[config.mk]
export PLATFORM = sky130hd
export DESIGN_NAME = keypad_scanner
export DESIGN_NICKNAME = d
export VERILOG_FILES = /design/src/rtl/keypad_pkg.sv /design/src/rtl/keypad_sync.sv /design/src/rtl/keypad_scanner.sv
export SDC_FILE = /design/constraint.sdc
export NUM_CORES = 1
export LEC_CHECK = 0
export ABC_AREA = 1
export BUFFER_PORTS_ARGS = -buffer_cell sky130_fd_sc_hd__buf_4
export CORE_ASPECT_RATIO = 1.5
export CORE_MARGIN = 2
export CORE_UTILIZATION = 58
export DETAILED_ROUTE_END_ITERATION = 16
export PLACE_DENSITY = 0.83
export SYNTH_ARGS = -nofsm -noshare
export SYNTH_HDL_FRONTEND = slang
export SYNTH_SLANG_ARGS = --single-unit
[constraint.sdc]
create_clock -name clk -period 2.7 [get_ports clk]
set_input_delay 0 -clock clk [delete_from_list [all_inputs] [get_ports clk]]
set_output_delay 0 -clock clk [all_outputs]
set_load 0.02 [all_outputs]
[src/rtl/keypad_pkg.sv]
// Shared types and helpers for the 4x4 hex keypad scanner: FSM states,
// the (row, col) to hex keymap and the active-low column drive patterns.
package keypad_pkg;

    typedef enum logic [1:0] {
        SCAN     = 2'd0,
        DEBOUNCE = 2'd1,
        PRESSED  = 2'd2,
        RELEASE  = 2'd3
    } state_e;

    localparam logic [3:0] COL0_N = 4'b1110;
    localparam logic [3:0] COL1_N = 4'b1101;
    localparam logic [3:0] COL2_N = 4'b1011;
    localparam logic [3:0] COL3_N = 4'b0111;

    function automatic logic [3:0] col_drive(input logic [1:0] col);
        case (col)
            2'd0:    return COL0_N;
            2'd1:    return COL1_N;
            2'd2:    return COL2_N;
            default: return COL3_N;
        endcase
    endfunction

    // Physical legend layout: 1 2 3 A / 4 5 6 B / 7 8 9 C / E 0 F D
    function automatic logic [3:0] key_map(input logic [1:0] row, input logic [1:0] col);
        case ({row, col})
            4'h0: return 4'h1;
            4'h1: return 4'h2;
            4'h2: return 4'h3;
            4'h3: return 4'hA;
            4'h4: return 4'h4;
            4'h5: return 4'h5;
            4'h6: return 4'h6;
            4'h7: return 4'hB;
            4'h8: return 4'h7;
            4'h9: return 4'h8;
            4'hA: return 4'h9;
            4'hB: return 4'hC;
            4'hC: return 4'hE;
            4'hD: return 4'h0;
            4'hE: return 4'hF;
            default: return 4'hD;
        endcase
    endfunction

    function automatic logic [1:0] lowest_low_row(input logic [3:0] rows_n);
        if (!rows_n[0]) return 2'd0;
        if (!rows_n[1]) return 2'd1;
        if (!rows_n[2]) return 2'd2;
        return 2'd3;
    endfunction

endpackage

[src/rtl/keypad_sync.sv]
// Two-flop synchronizer for the asynchronous, active-low keypad rows.
module keypad_sync (
    input  logic       clk,
    input  logic       reset,
    input  logic [3:0] rows_in,
    output logic [3:0] rows_s
);

    logic [3:0] meta_q;
    logic [3:0] sync_q;

    // Resets to "no row pulled low" so nothing looks pressed out of reset
    always_ff @(posedge clk) begin
        if (reset) begin
            meta_q <= 4'hF;
            sync_q <= 4'hF;
        end else begin
            meta_q <= rows_in;
            sync_q <= meta_q;
        end
    end

    assign rows_s = sync_q;

endmodule

[src/rtl/keypad_scanner.sv]
// 4x4 keypad column scanner with press/release debounce and one-cycle key strobe.
// Define KEYPAD_SCANNER_REPEAT_EN to add auto-repeat strobes while a key is held.
module keypad_scanner
    import keypad_pkg::*;
#(
    parameter int SCAN_CYCLES     = 24000,
    parameter int DEBOUNCE_CYCLES = 2400000,
    parameter int REPEAT_CYCLES   = 12000000
) (
    input  logic       clk,
    input  logic       reset,
    input  logic [3:0] rows,
    output logic [3:0] cols,
    output logic       key_valid,
    output logic [3:0] key_code,
    output logic       key_held
);

    localparam int CNT_MAX = (SCAN_CYCLES > DEBOUNCE_CYCLES) ? SCAN_CYCLES : DEBOUNCE_CYCLES;
    localparam int CNT_W   = $clog2(CNT_MAX);
    localparam logic [CNT_W-1:0] SCAN_LAST = CNT_W'(SCAN_CYCLES - 1);
    localparam logic [CNT_W-1:0] DEB_LAST  = CNT_W'(DEBOUNCE_CYCLES - 1);

    if (SCAN_CYCLES < 4 || DEBOUNCE_CYCLES < 2 || REPEAT_CYCLES < 2) begin : g_bad_params
        $error("keypad_scanner: SCAN_CYCLES >= 4, DEBOUNCE_CYCLES >= 2, REPEAT_CYCLES >= 2");
    end

    logic [3:0] rows_s;
    logic       row_bit;

    state_e           state_q, state_d;
    logic [1:0]       col_q, col_d;
    logic [1:0]       row_q, row_d;
    logic [CNT_W-1:0] cnt_q, cnt_d;
    logic [3:0]       key_code_q, key_code_d;
    logic             key_valid_q, key_valid_d;

`ifdef KEYPAD_SCANNER_REPEAT_EN
    localparam int REP_W = $clog2(REPEAT_CYCLES);
    localparam logic [REP_W-1:0] REP_LAST = REP_W'(REPEAT_CYCLES - 1);
    logic [REP_W-1:0] rep_cnt_q, rep_cnt_d;
`endif

    keypad_sync u_sync (
        .clk     (clk),
        .reset   (reset),
        .rows_in (rows),
        .rows_s  (rows_s)
    );

    assign row_bit = rows_s[row_q];

    always_ff @(posedge clk) begin
        if (reset) begin
            state_q     <= SCAN;
            col_q       <= 2'd0;
            row_q       <= 2'd0;
            cnt_q       <= '0;
            key_code_q  <= 4'h0;
            key_valid_q <= 1'b0;
`ifdef KEYPAD_SCANNER_REPEAT_EN
            rep_cnt_q   <= '0;
`endif
        end else begin
            state_q     <= state_d;
            col_q       <= col_d;
            row_q       <= row_d;
            cnt_q       <= cnt_d;
            key_code_q  <= key_code_d;
            key_valid_q <= key_valid_d;
`ifdef KEYPAD_SCANNER_REPEAT_EN
            rep_cnt_q   <= rep_cnt_d;
`endif
        end
    end

    // One shared counter: column dwell in SCAN, stable-cycle count in DEBOUNCE/RELEASE
    always_comb begin
        state_d     = state_q;
        col_d       = col_q;
        row_d       = row_q;
        cnt_d       = cnt_q;
        key_code_d  = key_code_q;
        key_valid_d = 1'b0;

        unique case (state_q)
            SCAN: begin
                if (cnt_q == SCAN_LAST) begin
                    cnt_d = '0;
                    if (rows_s != 4'hF) begin
                        state_d = DEBOUNCE;
                        row_d   = lowest_low_row(rows_s);
                    end else begin
                        col_d = col_q + 2'd1;
                    end
                end else begin
                    cnt_d = cnt_q + 1'b1;
                end
            end
            DEBOUNCE: begin
                if (row_bit) begin
                    state_d = SCAN;
                    col_d   = col_q + 2'd1;
                    cnt_d   = '0;
                end else if (cnt_q == DEB_LAST) begin
                    state_d     = PRESSED;
                    cnt_d       = '0;
                    key_code_d  = key_map(row_q, col_q);
                    key_valid_d = 1'b1;
                end else begin
                    cnt_d = cnt_q + 1'b1;
                end
            end
            PRESSED: begin
                if (row_bit) begin
                    state_d = RELEASE;
                    cnt_d   = '0;
                end
            end
            RELEASE: begin
                if (!row_bit) begin
                    state_d = PRESSED;
                    cnt_d   = '0;
                end else if (cnt_q == DEB_LAST) begin
                    state_d = SCAN;
                    col_d   = col_q + 2'd1;
                    cnt_d   = '0;
                end else begin
                    cnt_d = cnt_q + 1'b1;
                end
            end
        endcase

`ifdef KEYPAD_SCANNER_REPEAT_EN
        // Held at zero outside PRESSED, so every entry to PRESSED restarts the interval
        rep_cnt_d = '0;
        if (state_q == PRESSED && !row_bit) begin
            if (rep_cnt_q == REP_LAST) begin
                key_valid_d = 1'b1;
            end else begin
                rep_cnt_d = rep_cnt_q + 1'b1;
            end
        end
`endif
    end

    always_comb begin
        cols      = col_drive(col_q);
        key_valid = key_valid_q;
        key_code  = key_code_q;
        key_held  = (state_q == PRESSED) || (state_q == RELEASE);
    end

endmodule

* Word-level counts from Yosys, hierarchy flattened *
Memories as Yosys holds them, arrays and structs flattened. A register that Yosys moved wholly into a read port is not among the register bits.
Index checks and enable logic that the tools add are counted.
Widths: inputs -> output; s select.

storage, ports and cells
  bits in registers = 37
  bits in read-only memories = 64
  input bits = 6
  output and inout port bits = 10
  word-level logic and storage cells = 84
  memories = 1

memory list
  name             words  width  read ports  clocked after memory_dff  wr ports  RTL line          text
  (no name shown)  16     4      1           1                         0         keypad_pkg.sv:28  case ({row, col})

operators by class
  add/sub/neg operators = 2
  order comparisons = 1
  eq/ne operators = 17
  multiplexer cells = 45
  bitwise logic cells = 2
  reductions and logical operators = 9

operators with widths
  kind                   number
  $mux 22                5
  $pmux 22 s4            1
  $mux 2                 18
  $add 22x1->22 const B  1
  $eq 22x15->1 const B   1
  $eq 22x22->1 const B   1
  $mux 1                 17
  $ne 2x2->1 const B     7
  $pmux 4 s3             1
  $pmux 2 s4             1
  $eq 2x2->1 const B     3
  $ne 3x3->1 const B     2
  $pmux 2 s3             1
  $reduce_and 3->1       2
  $reduce_and 6->1       1
  $reduce_and 5->1       1
  $eq 2x1->1 const B     2
  $logic_not 2->1        2
  $ne 4x4->1 const B     1
  $lt 2x3->1 const B     1
  $reduce_bool 3->1      1
  $reduce_or 3->1        1
  $add 2x1->2 const B    1
  $bmux 1 s2             1
  2 further kinds        3

* Depth between registers and ports, before layout *
Gate-level depths: netlist (run 1).

  depth after elaboration = 16
  mapped depth = 12
  depth with buffers taken out = 12

* Modules after synthesis *
A second synthesis (run 1) with hierarchy kept.

unflattened totals
  cells, all modules = 314
  area, all modules = 2237.1 um^2

modules (own cells, without submodules)
  module          times used  cells each  area each (um^2)  seq. area each (um^2)
  keypad_scanner  1           289         2013.2            660.6
  keypad_sync     1           25          224.0             160.2

* Worst setup path after synthesis (run 1) *
No wires, ideal clock.

  path type = reg2reg
  start = register cnt_q[0]
  end = register cnt_q[3]
  library setup time = 119 ps
  data arrival time = 1423 ps
  data required time = 2581 ps
  path slack = 1158 ps
  cell stages (with the launch flop) = 10
  buffers on the path = 1
  period minus slack after synthesis = 1542 ps
  cells stage by stage = dfxtp_1 > ha_1 > nand2_1 > nor2_8 > nand3_2 > nand2_2 > nand3_2 > nand2_4 > buf_12 > nor2_4

on the way
  cells in the longest elaborated chain, start to end = 4
  elaborated cells between the ends (all ways) = 8
  classes of those cells = add/sub: 1; eq/ne: 2; mux: 5

ends and longest elaborated chain
  what                                           RTL line                                      text
  start: declaration                             keypad_scanner.sv:34                          logic [CNT_W-1:0] cnt_q, cnt_d;
  start signal: assignment                       keypad_scanner.sv:68                          cnt_q <= cnt_d;
  $add 22x1->22 or $eq 22x22->1 (tied branches)  -
  $mux 22                                        keypad_scanner.sv:105, keypad_scanner.sv:124
  $mux 22, on equally long branches              keypad_scanner.sv:121, keypad_scanner.sv:101
  $pmux 22 s4 (*)                                keypad_scanner.sv:86                          unique case (state_q)

Every way passes the cells marked *; elsewhere a longest branch is shown, timed or not.
A chain may end at the register's enable or synchronous reset.

* Worst setup path in the final report (run 1) *
  start = register cnt_q[0]
  end = register cnt_q[17]

The elaborated chain is that of the path after synthesis.

==> qor.yml, run 1 <==
initial_utilization: 0.596
finalMaxSlewViolations: 0
clk_latency_ns: 0.29
crit_arrival_ns: 2.02
post-route-util: 0.670
min_from: "u_sync.meta_q[0]"
cts.sinks: 41
startpoint_type: "register"
track_usage: 0.230
rows: 28
tns_ns: 0
synth_cells: 329
routed_wl_um: 4770
grt_max_degree: 16
wl_met1_um: 1910
setup_viol: 0
min_path_cells: 1
wl_met2_um: 2620
ys_seq_area_frac: 0.354
required_ns: 2.89
endpoint_kind: "register"
ios: 16
core_area_sq_mm: 0.00389
min_period_ns: 1.82
grt-ovfl-total: 0
grt_pass1_vias: 1999
r2r-start: "cnt_q[0]"
drtIter0Drc: 100
final_cells: 401
dp_cells: 384
avgSynthCellArea_sq_um: 7.04
synth_area_leader_cell: "dfxtp_1"
ant_nets: 0
io_buffers: 15
syn_to_final_growth_pct: 12.5
highest_layer: "met4"
htreeDepth: 2
crit_chain: "ha_1, nand2_1, nor2_8, nand3_2, nand2_2, nand3_2, nand2_4, inv_4, nand2_1, nor2_1"
cts_setup_buffers: 0
synth-seq-cells: 41
critPathMaxStageDelay_ns: 0.37
grt_pass1_wl_um: 8270
cts_root_buf: "clkbuf_8"
final_nets: 368
diodes: 0
finClkSkew_ns: 0.00148
drc: 0
max_freq_mhz: 548
hold_path_class: "register to register"
rsz0062_at_grt: "no"
netlist.area_leader.share: 0.354
cts_buffers: 5
synth_nets: 342
status: "finished, final reports clean"
fp.dieW_um: 55.6
tightest_slew_ns: 0.386
antenna_found_initial: 0
first_pass_iters: 4
clockBufferDepth: 2
cts_tree: "yes"
maxCapViolCount: 0
yosysUniqueCellTypes: 33
post_synth_instance_area_sq_mm: 0.00232
via_count: 2090
reg2reg_depth: 10
slew_headroom: 0.742
crit_type: "register to register"
final_hold_viol_count: 0
ys_warn_count: 0
ir_drop_uv: 348
path_max_fanout: 14
place.gp.congestion: 0.880
dpl.hpwl_um: 3510
yosys-top-cells-area: "dfxtp_1, nand2_1, nor2_1"
wl_per_cell_um: 11.9
wl_met3_um: 123
fin_crit_sh: 0.675
drive_gt1_frac: 0.166
clk_pin_slew_worst_paths_ns: 0.07
dieArea_sq_mm: 0.00452
hold_end: "u_sync.rows_s[0]"
cts_resized: 0
via_per_inst: 5.21
crit_path_top_delay_cell: "dfxtp_1"
r2r-end: "cnt_q[17]"
die_h_um: 81.4
p_leak_nw: 1.21
p_per_area_mw_per_mm2: 407
holdBufCountCts: 9
r2r_slack_ns: 0.88
==> logic make-up (layout without fill, tap and decap cells) <==
group | after synthesis | after routing | synth area share
simple gates | 192 | 192 | 0.409
buf+inv | 49 | 76 | 0.0945
flops | 41 | 41 | 0.354
compound gates | 32 | 32 | 0.0740
xor+xnor | 8 | 8 | 0.0303
fa+ha+maj | 7 | 7 | 0.0378
==> report_power, final <==
group	leakage (nW)	internal [mW]	switching [mW]	total, mW
Combinational	0.829	0.0276	0.0288	0.0564
Clock	0.0450	0.179	0.207	0.386
Sequential	0.333	0.613	0.00598	0.619
Total	1.21	0.820	0.242	1.06
==> layout by cell type, fill, tap and decap left out, drive strengths merged, types with 2 or more instances in the layout <==
cell / instances
clkinv: 2
inv: 44
o21ai: 13
a21boi: 2
nand3: 22
dlygate4sd3: 9
buf: 15
nand2: 75
nand4: 7
clkbuf: 6
a21oi: 14
xor2: 6
ha: 7
or2: 9
xnor2: 2
nor2: 69
nor3: 8
dfxtp: 41
o211ai: 2
==> final cells by class <==
class                           instances  area (sq um)
Timing Repair Buffer                   24           203
Clock buffer                            6          72.6
Clock inverter                          2          10.0
Multi-Input combinational cell        239          1280
Sequential cell                        41           821
Inverter                               44           168
Tap cell                               45          56.3
Fill cell                             344          1280
==> how the worst max path moves through the flow <==
stage | to | depth (start not counted) | slack, ns | from
after floorplan | cnt_q[3] | 9 | 1.16 | cnt_q[0]
after global placement | cnt_q[20] | 10 | 0.93 | cnt_q[16]
after detailed placement | cnt_q[17] | 10 | 0.88 | cnt_q[0]
after CTS | cnt_q[17] | 10 | 0.87 | cnt_q[0]
after global routing | cnt_q[17] | 12 | 0.69 | row_q[0]
final | cnt_q[17] | 10 | 0.88 | cnt_q[0]
==> registers in the layout (all words and copies together), names as in the netlist, named ones only <==
name / count
cnt_q: 22
col_q: 2
key_code: 4
key_valid: 1
row_q: 2
state_q: 1
u_sync.meta_q: 4
u_sync.rows_s: 4
==> cell usage after synthesis (all sizes together) <==
library cell,number
dfxtp,41
a21boi,2
o211ai,2
a21oi,14
nand2,75
inv,44
or2,9
nor2,69
o22ai,1
xor2,6
nor4,1
nand3,22
ha,7
nor3,8
buf,4
xnor2,2
nand3b,1
nand4,7
clkbuf,1
o21ai,13
==> worst max-delay path: cells and delay by family (launching register included) <==
| kind | cells | cell delay (ns) |
|---|---|---|
| simple gates | 8 | 1.05 |
| buf+inv | 1 | 0.09 |
| fa+ha+maj | 1 | 0.20 |
| flops | 1 | 0.37 |
==> layer usage <==
metal,track usage,vias up
met2,0.439,34
met3,0.0334,9
met5,0,-
met4,0.129,0
li1,-,1084
met1,0.237,963
==> stage by stage <==
stage / total power [mW] / hold slack, ns / instance area [sq um] / setup WS, ns
after floorplan: 0.669 / 0.0724 / 2320 / 1.16
after global routing: 1.10 / 0.431 / 2610 / 0.690
after CTS: 1.07 / 0.414 / 2610 / 0.874
after detailed placement: 0.679 / 0.186 / 2430 / 0.883
after global placement: 0.677 / 0.185 / 2430 / 0.926
final: 1.06 / 0.414 / 2610 / 0.876
Note: power is estimated with default switching activity, not from simulation.
==> run 2, diff against run 1 <==
clock period = 1.9 ns   (was 2.7 ns; I/O delays follow)
==> run 2 against run 1 <==
Compared with the run above: clock skew grew 0.0095 ns; sequential cell count did not move; global-route usage rose by 0.74 points; cell area increased by 4.9%; register-to-register slack worse by 0.72 ns; non-clock buffer count up 7; final cell count up 1.7%; critical endpoint is now cnt_q[13]; sequential share of layout area decreased by 1.4 points; via count up 2.5%; clock power rose by 120%.
==> qor.yml, run 2 (synthesized netlist as in run 1, its figures left out) <==
min_path_cells: 1
grt_pass1_vias: 2005
endpoint_kind: "register"
r2r-start: "cnt_q[0]"
clk_pin_slew_worst_paths_ns: 0.09
via_count: 2142
min_period_ns: 1.75
dieArea_sq_mm: 0.00452
place.gp.congestion: 0.899
required_ns: 2.09
status: "finished, final reports clean"
rows: 28
grt_pass1_wl_um: 8520
core_area_sq_mm: 0.00389
ir_drop_uv: 635
routed_wl_um: 5170
top_register: "cnt_q"
post-route-util: 0.703
fp.dieW_um: 55.6
max_freq_mhz: 573
reg2reg_depth: 9
min_from: "u_sync.meta_q[2]"
first_pass_iters: 4
via_per_inst: 5.25
final_nets: 375
ant_nets: 0
crit_type: "register to register"
p_leak_nw: 1.27
r2r_slack_ns: 0.15
antenna_found_initial: 0
drc: 0
finClkSkew_ns: 0.0110
r2r-end: "cnt_q[13]"
track_usage: 0.237
io_buffers: 15
wl_per_cell_um: 12.7
startpoint_type: "register"
drtIter0Drc: 108
cts_tree: "yes"
hold_end: "u_sync.rows_s[2]"
clockBufferDepth: 2
tightest_slew_ns: 0.457
layout_common_cells: "nand2_1, nor2_1, inv_1, dfxtp_1, buf_4"
drive_gt1_frac: 0.190
final_common_cell: "nand2_1"
p_per_area_mw_per_mm2: 661
hold_path_class: "register to register"
initial_utilization: 0.596
slew_headroom: 0.695
htreeDepth: 2
cts_buffers: 5
die_h_um: 81.4
cts_root_buf: "clkbuf_8"
placed_area_sq_mm: 0.00245
largest_reg_flops: 22
diodes: 0
grt-ovfl-total: 0
crit_arrival_ns: 1.93
path_max_fanout: 6
ios: 16
maxCapViolCount: 0
fillCellCount: 307
postLayoutCellArea_sq_mm: 0.00274
fin_crit_sh: 0.919
grt_max_degree: 16
final_hold_viol_count: 0
cts.sinks: 41
syn_to_final_growth_pct: 18.1
dpl.hpwl_um: 3510
setup_viol: 0
finalMaxSlewViolations: 0
clk_latency_ns: 0.30
-- run 2: power by group --
part | internal, mW | leakage (nW) | switching, mW
registers | 0.872 | 0.333 | 0.00821
logic | 0.0492 | 0.870 | 0.0449
clock network | 0.522 | 0.0681 | 0.311
-- run 2: how the worst max path moves through the flow --
stage               from  slack [ns]   endpoint
2_1_floorplan   cnt_q[0]        0.36   cnt_q[3]
3_3_place_gp   cnt_q[16]        0.12  cnt_q[20]
3_5_place_dp    cnt_q[0]        0.09  cnt_q[10]
4_1_cts         cnt_q[0]        0.06  cnt_q[12]
5_1_grt         cnt_q[0]       -0.02  cnt_q[14]
6_report        cnt_q[0]        0.15  cnt_q[13]
-- run 2: stage by stage --
step / std cells / TNS [ns] / setup WS (ns) / hold WS [ns] / power, mW
global placement: 386 / 0 / 0.122 / 0.185 / 0.963
finish: 408 / 0 / 0.154 / 0.414 / 1.81
detailed placement: 386 / 0 / 0.0856 / 0.188 / 0.965
floorplan: 329 / 0 / 0.358 / 0.0724 / 0.950
CTS: 403 / 0 / 0.0629 / 0.423 / 1.81
global route: 408 / -0.0249 / -0.0185 / 0.423 / 1.86
-- run 2: area by class of cell --
class                      count  area (sq um)  share of cell area
clock buffer                   5          68.8              0.0252
clock inverter                 3          65.1              0.0238
inverter                      44           168              0.0613
multi-input combinational    239          1290               0.471
sequential                    41           822               0.301
tap                           45          56.3              0.0206
timing repair buffer          31           268              0.0979
-- run 2: critical path, cell delays in order, from the launching register on --
cell     delay [ns]
dfxtp_1        0.38
ha_1           0.20
nand2_1        0.16
nor2_8         0.20
nand3_2        0.13
nand2_2        0.10
nand3_2        0.14
nand2_8        0.14
buf_4          0.15
nor3_2         0.03
-- run 2: routing by layer --
metal / wire [um] / global-route usage / part of all wire / vias to the layer above
met2: 2810 / 0.463 / 0.54 / 50
li1: - / - / - / 1097
met4: 143 / 0.132 / 0.028 / 0
met3: 183 / 0.0446 / 0.035 / 15
met5: 0 / 0 / 0 / -
met1: 2040 / 0.231 / 0.39 / 980
-- run 2: what timing repair did --
item | in CTS | in global routing
buffers inserted | 0 | 5
endpoints found under the hold margin | 9 | 0
endpoints found under the setup margin | 0 | 10
hold buffers | 9 | 0
gates resized for setup | 0 | 3
